**src/rtl/bus_arbiter_pkg.sv**
```systemverilog
`default_nettype none
// ============================================================================
// Module      : bus_arbiter_pkg
// Description : Shared types and constants for the two-master bus arbiter.
// Revision    : 1.0 - initial release
// ============================================================================
package bus_arbiter_pkg;

    // Arbiter FSM encoding.
    typedef enum logic [1:0] {
        ST_IDLE = 2'd0,
        ST_BUSY = 2'd1,
        ST_TOUT = 2'd2
    } arb_state_t;

    // Bank IDs decoded downstream from the shared bus address.
    localparam logic [7:0]  BNK_RAM   = 8'h00;
    localparam logic [7:0]  BNK_LED   = 8'h01;
    localparam logic [7:0]  BNK_VIDEO = 8'h02;

    // Read data handed back on a timed-out transfer.
    localparam logic [31:0] DEF_ERR_DATA = 32'hDEADBEEF;

endpackage : bus_arbiter_pkg
`default_nettype wire

```
**src/rtl/bus_watchdog.sv**
```systemverilog
`default_nettype none
// ============================================================================
// Module      : bus_watchdog
// Description : Counts stalled cycles of a granted transfer, flags expiry and
//               registers the timeout pulse plus the offending address.
// Revision    : 1.0 - initial release
// ============================================================================
module bus_watchdog #(
    parameter int unsigned TIMEOUT = 64
) (
    input  logic        clk,
    input  logic        rst,
    input  logic        i_active,       // granted transfer in flight, stb high
    input  logic        i_ack,          // slave ack this cycle
    input  logic [31:0] i_adr,          // granted address
    output logic        o_expire,       // last stalled cycle: force completion
    output logic        o_timeout,      // high during the forced-completion cycle
    output logic [31:0] o_timeout_adr
);

    localparam int unsigned    CW         = (TIMEOUT > 1) ? $clog2(TIMEOUT) : 1;
    localparam logic [CW-1:0]  c_LAST_CNT = CW'(TIMEOUT - 1);

    logic [CW-1:0] cnt_q, cnt_d;
    logic          timeout_q, timeout_d;
    logic [31:0]   tadr_q, tadr_d;
    logic          w_expire;

    // A real ack always beats expiry on the same cycle; TIMEOUT of 0 never expires.
    assign w_expire = (TIMEOUT != 0) && i_active && !i_ack && (cnt_q == c_LAST_CNT);

    // Counter runs only while stalled, so it is zero on every entry to BUSY.
    always_comb begin
        cnt_d     = '0;
        timeout_d = w_expire;
        tadr_d    = tadr_q;
        if (i_active && !i_ack && !w_expire) begin
            cnt_d = cnt_q + CW'(1);
        end
        if (w_expire) begin
            tadr_d = i_adr;
        end
    end

    // Watchdog state registers.
    always_ff @(posedge clk or posedge rst) begin
        if (rst) begin
            cnt_q     <= '0;
            timeout_q <= 1'b0;
            tadr_q    <= '0;
        end else begin
            cnt_q     <= cnt_d;
            timeout_q <= timeout_d;
            tadr_q    <= tadr_d;
        end
    end

    assign o_expire      = w_expire;
    assign o_timeout     = timeout_q;
    assign o_timeout_adr = tadr_q;

endmodule : bus_watchdog
`default_nettype wire

```
**src/rtl/bus_arbiter.sv**
```systemverilog
`default_nettype none
// ============================================================================
// Module      : bus_arbiter
// Description : Round-robin arbiter sharing the CPU-side memory bus between
//               the CPU (m0) and the DMA/blitter (m1), with a stall watchdog.
// Revision    : 1.0 - initial release
// ============================================================================
module bus_arbiter
    import bus_arbiter_pkg::*;
#(
    parameter int unsigned TIMEOUT  = 64,
    parameter logic [31:0] ERR_DATA = DEF_ERR_DATA
) (
    input  logic        clk,
    input  logic        rst_i,
    input  logic        m0_stb_i,
    input  logic        m1_stb_i,
    input  logic        m0_we_i,
    input  logic        m1_we_i,
    input  logic [31:0] m0_adr_i,
    input  logic [31:0] m1_adr_i,
    input  logic [31:0] m0_dat_i,
    input  logic [31:0] m1_dat_i,
    input  logic [3:0]  m0_sel_i,
    input  logic [3:0]  m1_sel_i,
    output logic        m0_ack_o,
    output logic        m1_ack_o,
    output logic [31:0] m0_dat_o,
    output logic [31:0] m1_dat_o,
    output logic        s_stb_o,
    output logic        s_we_o,
    output logic [31:0] s_adr_o,
    output logic [31:0] s_dat_o,
    output logic [3:0]  s_sel_o,
    input  logic        s_ack_i,
    input  logic [31:0] s_dat_i,
    output logic        timeout_o,
    output logic [31:0] timeout_adr_o,
    output logic [1:0]  grant_o
);

    arb_state_t  state_q, state_d;
    logic [1:0]  grant_q, grant_d;   // one-hot: [0]=m0, [1]=m1
    logic        prio_q, prio_d;     // 0: m0 wins a tie, 1: m1 wins a tie

    logic        w_busy, w_tout, w_gnt_stb, w_active, w_ack_ok, w_expire;

    assign w_busy    = (state_q == ST_BUSY);
    assign w_tout    = (state_q == ST_TOUT);
    assign w_gnt_stb = (grant_q[0] & m0_stb_i) | (grant_q[1] & m1_stb_i);
    assign w_active  = w_busy & w_gnt_stb;
    assign w_ack_ok  = w_active & s_ack_i;

    // Shared-bus and master-return muxing, all driven from the registered grant.
    always_comb begin
        s_stb_o  = 1'b0;
        s_we_o   = 1'b0;
        s_adr_o  = '0;
        s_dat_o  = '0;
        s_sel_o  = '0;
        m0_ack_o = 1'b0;
        m1_ack_o = 1'b0;
        m0_dat_o = '0;
        m1_dat_o = '0;
        if (w_busy) begin
            s_stb_o = w_gnt_stb;
            if (grant_q[1]) begin
                s_we_o   = m1_we_i;
                s_adr_o  = m1_adr_i;
                s_dat_o  = m1_dat_i;
                s_sel_o  = m1_sel_i;
                m1_ack_o = w_ack_ok;
                m1_dat_o = s_dat_i;
            end else if (grant_q[0]) begin
                s_we_o   = m0_we_i;
                s_adr_o  = m0_adr_i;
                s_dat_o  = m0_dat_i;
                s_sel_o  = m0_sel_i;
                m0_ack_o = w_ack_ok;
                m0_dat_o = s_dat_i;
            end
        end else if (w_tout) begin
            // Forced completion: error word back, any write is dropped.
            m0_ack_o = grant_q[0];
            m1_ack_o = grant_q[1];
            m0_dat_o = grant_q[0] ? ERR_DATA : '0;
            m1_dat_o = grant_q[1] ? ERR_DATA : '0;
        end
    end

    // Next-state logic: arbitrate in IDLE, complete or abandon in BUSY/TOUT.
    always_comb begin
        state_d = state_q;
        grant_d = grant_q;
        prio_d  = prio_q;
        case (state_q)
            ST_IDLE: begin
                if (m0_stb_i && m1_stb_i) begin
                    grant_d = prio_q ? 2'b10 : 2'b01;
                end else if (m0_stb_i) begin
                    grant_d = 2'b01;
                end else if (m1_stb_i) begin
                    grant_d = 2'b10;
                end else begin
                    grant_d = 2'b00;
                end
                state_d = (m0_stb_i || m1_stb_i) ? ST_BUSY : ST_IDLE;
            end
            ST_BUSY: begin
                if (!w_gnt_stb) begin
                    // Master withdrew its request: abandon, keep priority.
                    state_d = ST_IDLE;
                    grant_d = 2'b00;
                end else if (s_ack_i) begin
                    state_d = ST_IDLE;
                    grant_d = 2'b00;
                    prio_d  = grant_q[0];   // favour the master not just served
                end else if (w_expire) begin
                    state_d = ST_TOUT;
                end
            end
            ST_TOUT: begin
                state_d = ST_IDLE;
                grant_d = 2'b00;
                prio_d  = grant_q[0];
            end
            default: begin
                state_d = ST_IDLE;
                grant_d = 2'b00;
            end
        endcase
    end

    // Arbiter state registers; reset drops the bus strobe without a clock.
    always_ff @(posedge clk or posedge rst_i) begin
        if (rst_i) begin
            state_q <= ST_IDLE;
            grant_q <= 2'b00;
            prio_q  <= 1'b0;
        end else begin
            state_q <= state_d;
            grant_q <= grant_d;
            prio_q  <= prio_d;
        end
    end

    assign grant_o = grant_q;

    bus_watchdog #(
        .TIMEOUT (TIMEOUT)
    ) u_watchdog (
        .clk           (clk),
        .rst           (rst_i),
        .i_active      (w_active),
        .i_ack         (s_ack_i),
        .i_adr         (s_adr_o),
        .o_expire      (w_expire),
        .o_timeout     (timeout_o),
        .o_timeout_adr (timeout_adr_o)
    );

endmodule : bus_arbiter
`default_nettype wire

```
**config.mk**
```make
export PLATFORM = sky130hd
export DESIGN_NAME = bus_arbiter
export DESIGN_NICKNAME = d
export VERILOG_FILES = /design/src/rtl/bus_arbiter_pkg.sv /design/src/rtl/bus_watchdog.sv /design/src/rtl/bus_arbiter.sv
export SDC_FILE = /design/constraint.sdc
export NUM_CORES = 1
export LEC_CHECK = 0
export CORE_AREA = 2 2 133 135
export DETAILED_ROUTE_END_ITERATION = 16
export DIE_AREA = 0 0 135 137
export PLACE_DENSITY = 0.56
export SYNTH_ARGS = -nofsm -noshare
export SYNTH_HDL_FRONTEND = slang
export SYNTH_HIERARCHICAL = 1
export SYNTH_SLANG_ARGS = --single-unit
```
**constraint.sdc**
```tcl
create_clock -name clk -period 1.97 [get_ports clk]
set_clock_uncertainty 0.05 [all_clocks]
set_input_delay 0.4925 -clock clk [delete_from_list [all_inputs] [get_ports clk]]
set_output_delay 0.4925 -clock clk [all_outputs]
set_load 0.02 [all_outputs]
```
==> flow_summary.ini <==
[outcome]
outcome = complete, but fails checks
failed_checks = setup timing

[global_routing]
grt_overflow_total = 0
track_usage = 0.1812
use_met3 = 0.03852
grt.met2_usage = 0.3319
grt_max_degree = 36
busiest_layer = met2
grtUsageMet1 = 0.2186
grt_pass1_vias = 4418
antenna_found_initial = 0
grt_pass1_wl_um = 25610

[synth]
ys_ff_latch = 44
synth_edf_count = 0
ys.flop_type = dfrtp_1
synth-seq-area-share = 0.3531
synth-async-reset-ratio = 1.000
synthCells = 311
syn_avg_cell_area_um2 = 10.03
syn-cell-area_um2 = 3118
syn-num-nets = 487
yosysWarnings = 6
synthDistinctLibCells = 32

[setup_path]
crit_fanout = 8
worstReg2RegStart = grant_o[1]
crit_path_start_kind = register
crit_chain = and4bb_4 -> buf_12 -> buf_12 -> buf_6 -> a22o_1 -> buf_6
crit_slowest_cell = dfrtp_1
critPathLaunch = state_q[1]
cp-end-kind = output pin
crit_type = reg2out
critical_path_required_ns = 1.43
cp_data_arrival_time_ns = 1.76
cpPeakStageDelay_ns = 0.39

[detailed_routing]
dr_total_vias = 4431
first_pass_iters = 4
wire_per_inst_um = 19.86
vias_per_cell = 4.453
drtIter0Drc = 149
drtAntennaViolNets = 0
route.detailed.drc = 0
routed_wl_um = 19760

[timing]
max-slew-margin-rel = 0.7525
rsz0062_at_grt = true
post-route-period-util = 1.167
fin_setup_tns_ns = -30.25
finalSetupViolCount = 159
timing.final.ws_setup_ns = -0.3295
hold_viol = 0
worst_pin_slew_ns = 0.3674
period_minus_slack_ns = 2.300
max_freq_mhz = 434.9
finalMaxSlewViolations = 0

[cts]
root_buffer = clkbuf_16
worstSkewPairLatency_ns = 0.28
cts_tree = yes
cts_buffers = 5
cts_htree_levels = 2
clk_pin_slew_ns = 0.06
clock_path_buffers = 2
cts_hold_buf = 0
cts_sinks = 44

[layout]
fin_cells = 995
multiInputGateArea_um2 = 2186
fillers = 1518
utilization = 0.5202
seqCellArea_um2 = 1104
final_layout_size_suffix_gt1_frac = 0.4948
synthToLayoutAreaGrowth_pct = 184.6
num_antenna_cells = 0
nNetsFinal = 945

[place]
dp_slack_ns = -0.6038
place.gp.congestion = 0.9041
place_inst = 912
portBuffers = 345
hpwl_um = 12960

[floorplanning]
die_w_um = 135
die_y_um = 137
rows = 48
core-area_um2 = 17060
dieArea_um2 = 18500
start_util = 0.1828
io_pins = 346

[power_and_ir_drop]
ir_drop_mv = 0.2843
total_power_uw = 4676
p_leak_uw = 0.004420
powerDensity_nw_per_um2 = 527.1

[worst_hold_path]
hold_class = in2async

[flow_run]
cap_viol_max_count = 0
==> cells by family (layout without fill, tap and decap cells) <==
kind of cell               count (synthesis)  in the layout  synth area share
adders and majority gates                  1              1          0.004012
AOI/OAI and AO/OA                        104            104            0.2797
DFF                                       44             44            0.3531
xor gates and xnor gates                   3              3          0.008429
muxes                                     33             33            0.1192
buffers and inverters                     36            492           0.09751
and+or+nand+nor                           90             93            0.1380
==> final timing paths <==
path	endpoint	slack, ns	depth (start not counted)
max	s_adr_o[0]	-0.33	6
min	u_watchdog/o_timeout_adr[8]	0.42	2
max reg2reg	u_watchdog/o_timeout_adr[12]	-0.02	10
min reg2reg	u_watchdog/cnt_q[0]	0.42	1
max in group asynchronous	u_watchdog/o_timeout_adr[10]	1.01	3
min in group clk	u_watchdog/cnt_q[0]	0.42	1
==> critical path: cells and delay by family (launching register included) <==
| kind | cells | cell delay (ns) |
|---|---|---|
| buffers and inverters | 4 | 0.53 |
| AO/OA/AOI/OAI | 1 | 0.16 |
| AND/OR/NAND/NOR | 1 | 0.39 |
| flip-flops | 1 | 0.39 |
==> flip-flops by register name (all words and copies together), names as in the netlist <==
| register | count |
|---|---|
| u_watchdog/o_timeout | 1 |
| u_watchdog/o_timeout_adr | 32 |
| state_q | 2 |
| grant_o | 2 |
| prio_q | 1 |
| u_watchdog/cnt_q | 6 |
==> cell usage after synthesis, types with 2 or more instances <==
master	n	share of area
buf_2	3	0.0048
and2_1	18	0.036
inv_1	5	0.0060
nand2_1	52	0.063
buf_4	8	0.019
o21bai_1	2	0.0048
xor2_1	2	0.0056
clkbuf_1	2	0.0024
a32o_1	2	0.0064
buf_6	18	0.065
a21o_1	24	0.058
mux2_2	33	0.12
dfrtp_1	44	0.35
a22o_1	69	0.19
nor2_1	7	0.0084
nand3_1	3	0.0048
o41ai_1	2	0.0056
o21ai_0	2	0.0032
nand2b_1	2	0.0040
==> placed cells by master (no fill, tap or decap), types with 3 or more instances in the layout <==
| cell type | instances |
|---|---|
| buf_12 | 17 |
| nor2_1 | 6 |
| clkbuf_16 | 11 |
| buf_4 | 78 |
| inv_1 | 3 |
| a22o_4 | 19 |
| buf_16 | 5 |
| nand2_1 | 32 |
| nand2_2 | 18 |
| and2_4 | 18 |
| mux2_4 | 32 |
| buf_6 | 152 |
| clkdlybuf4s50_1 | 205 |
| buf_8 | 5 |
| a22o_1 | 50 |
| a21o_1 | 24 |
| buf_2 | 7 |
| and2_1 | 3 |
| dfrtp_1 | 42 |
| nand3_1 | 3 |
==> layer usage <==
metal  routed length, um  vias up
met5                   0        -
met3                1130       20
met4                 368        0
met2               10410      177
li1                    -     2062
met1                7854     2172
==> metrics by stage <==
step | hold WS, ns | instance area (um2)
4_1_cts | 0.4018 | 8169
3_5_place_dp | 0.4075 | 7188
2_1_floorplan | 0.2210 | 3127
3_3_place_gp | 0.3999 | 7188
6_report | 0.4204 | 8872
5_1_grt | 0.4335 | 8872
==> area by class of cell <==
cell class              instances  share of cell area
clock buffers                   7             0.01608
inverters                       5            0.002397
repair buffers                479              0.5782
clock inverters                 1           0.0008461
multi-input cells             234              0.2464
flip-flops and latches         44              0.1244
well taps                     225             0.03173
==> power by group <==
| part | total [uW] | switching [uW] | internal (uW) |
|---|---|---|---|
| Sequential | 946 | 19.2 | 927 |
| Combinational | 2870 | 1210 | 1660 |
| Clock | 861 | 355 | 506 |
==> timing repair <==
action / CTS / global route
cloned: 12 / 11
setup buffers: 44 / 17
endpoints found under the setup margin: 168 / 171
pin swaps: 46 / 44
gates resized for setup: 783 / 173
No activity file was read; power rests on OpenSTA's default activity.
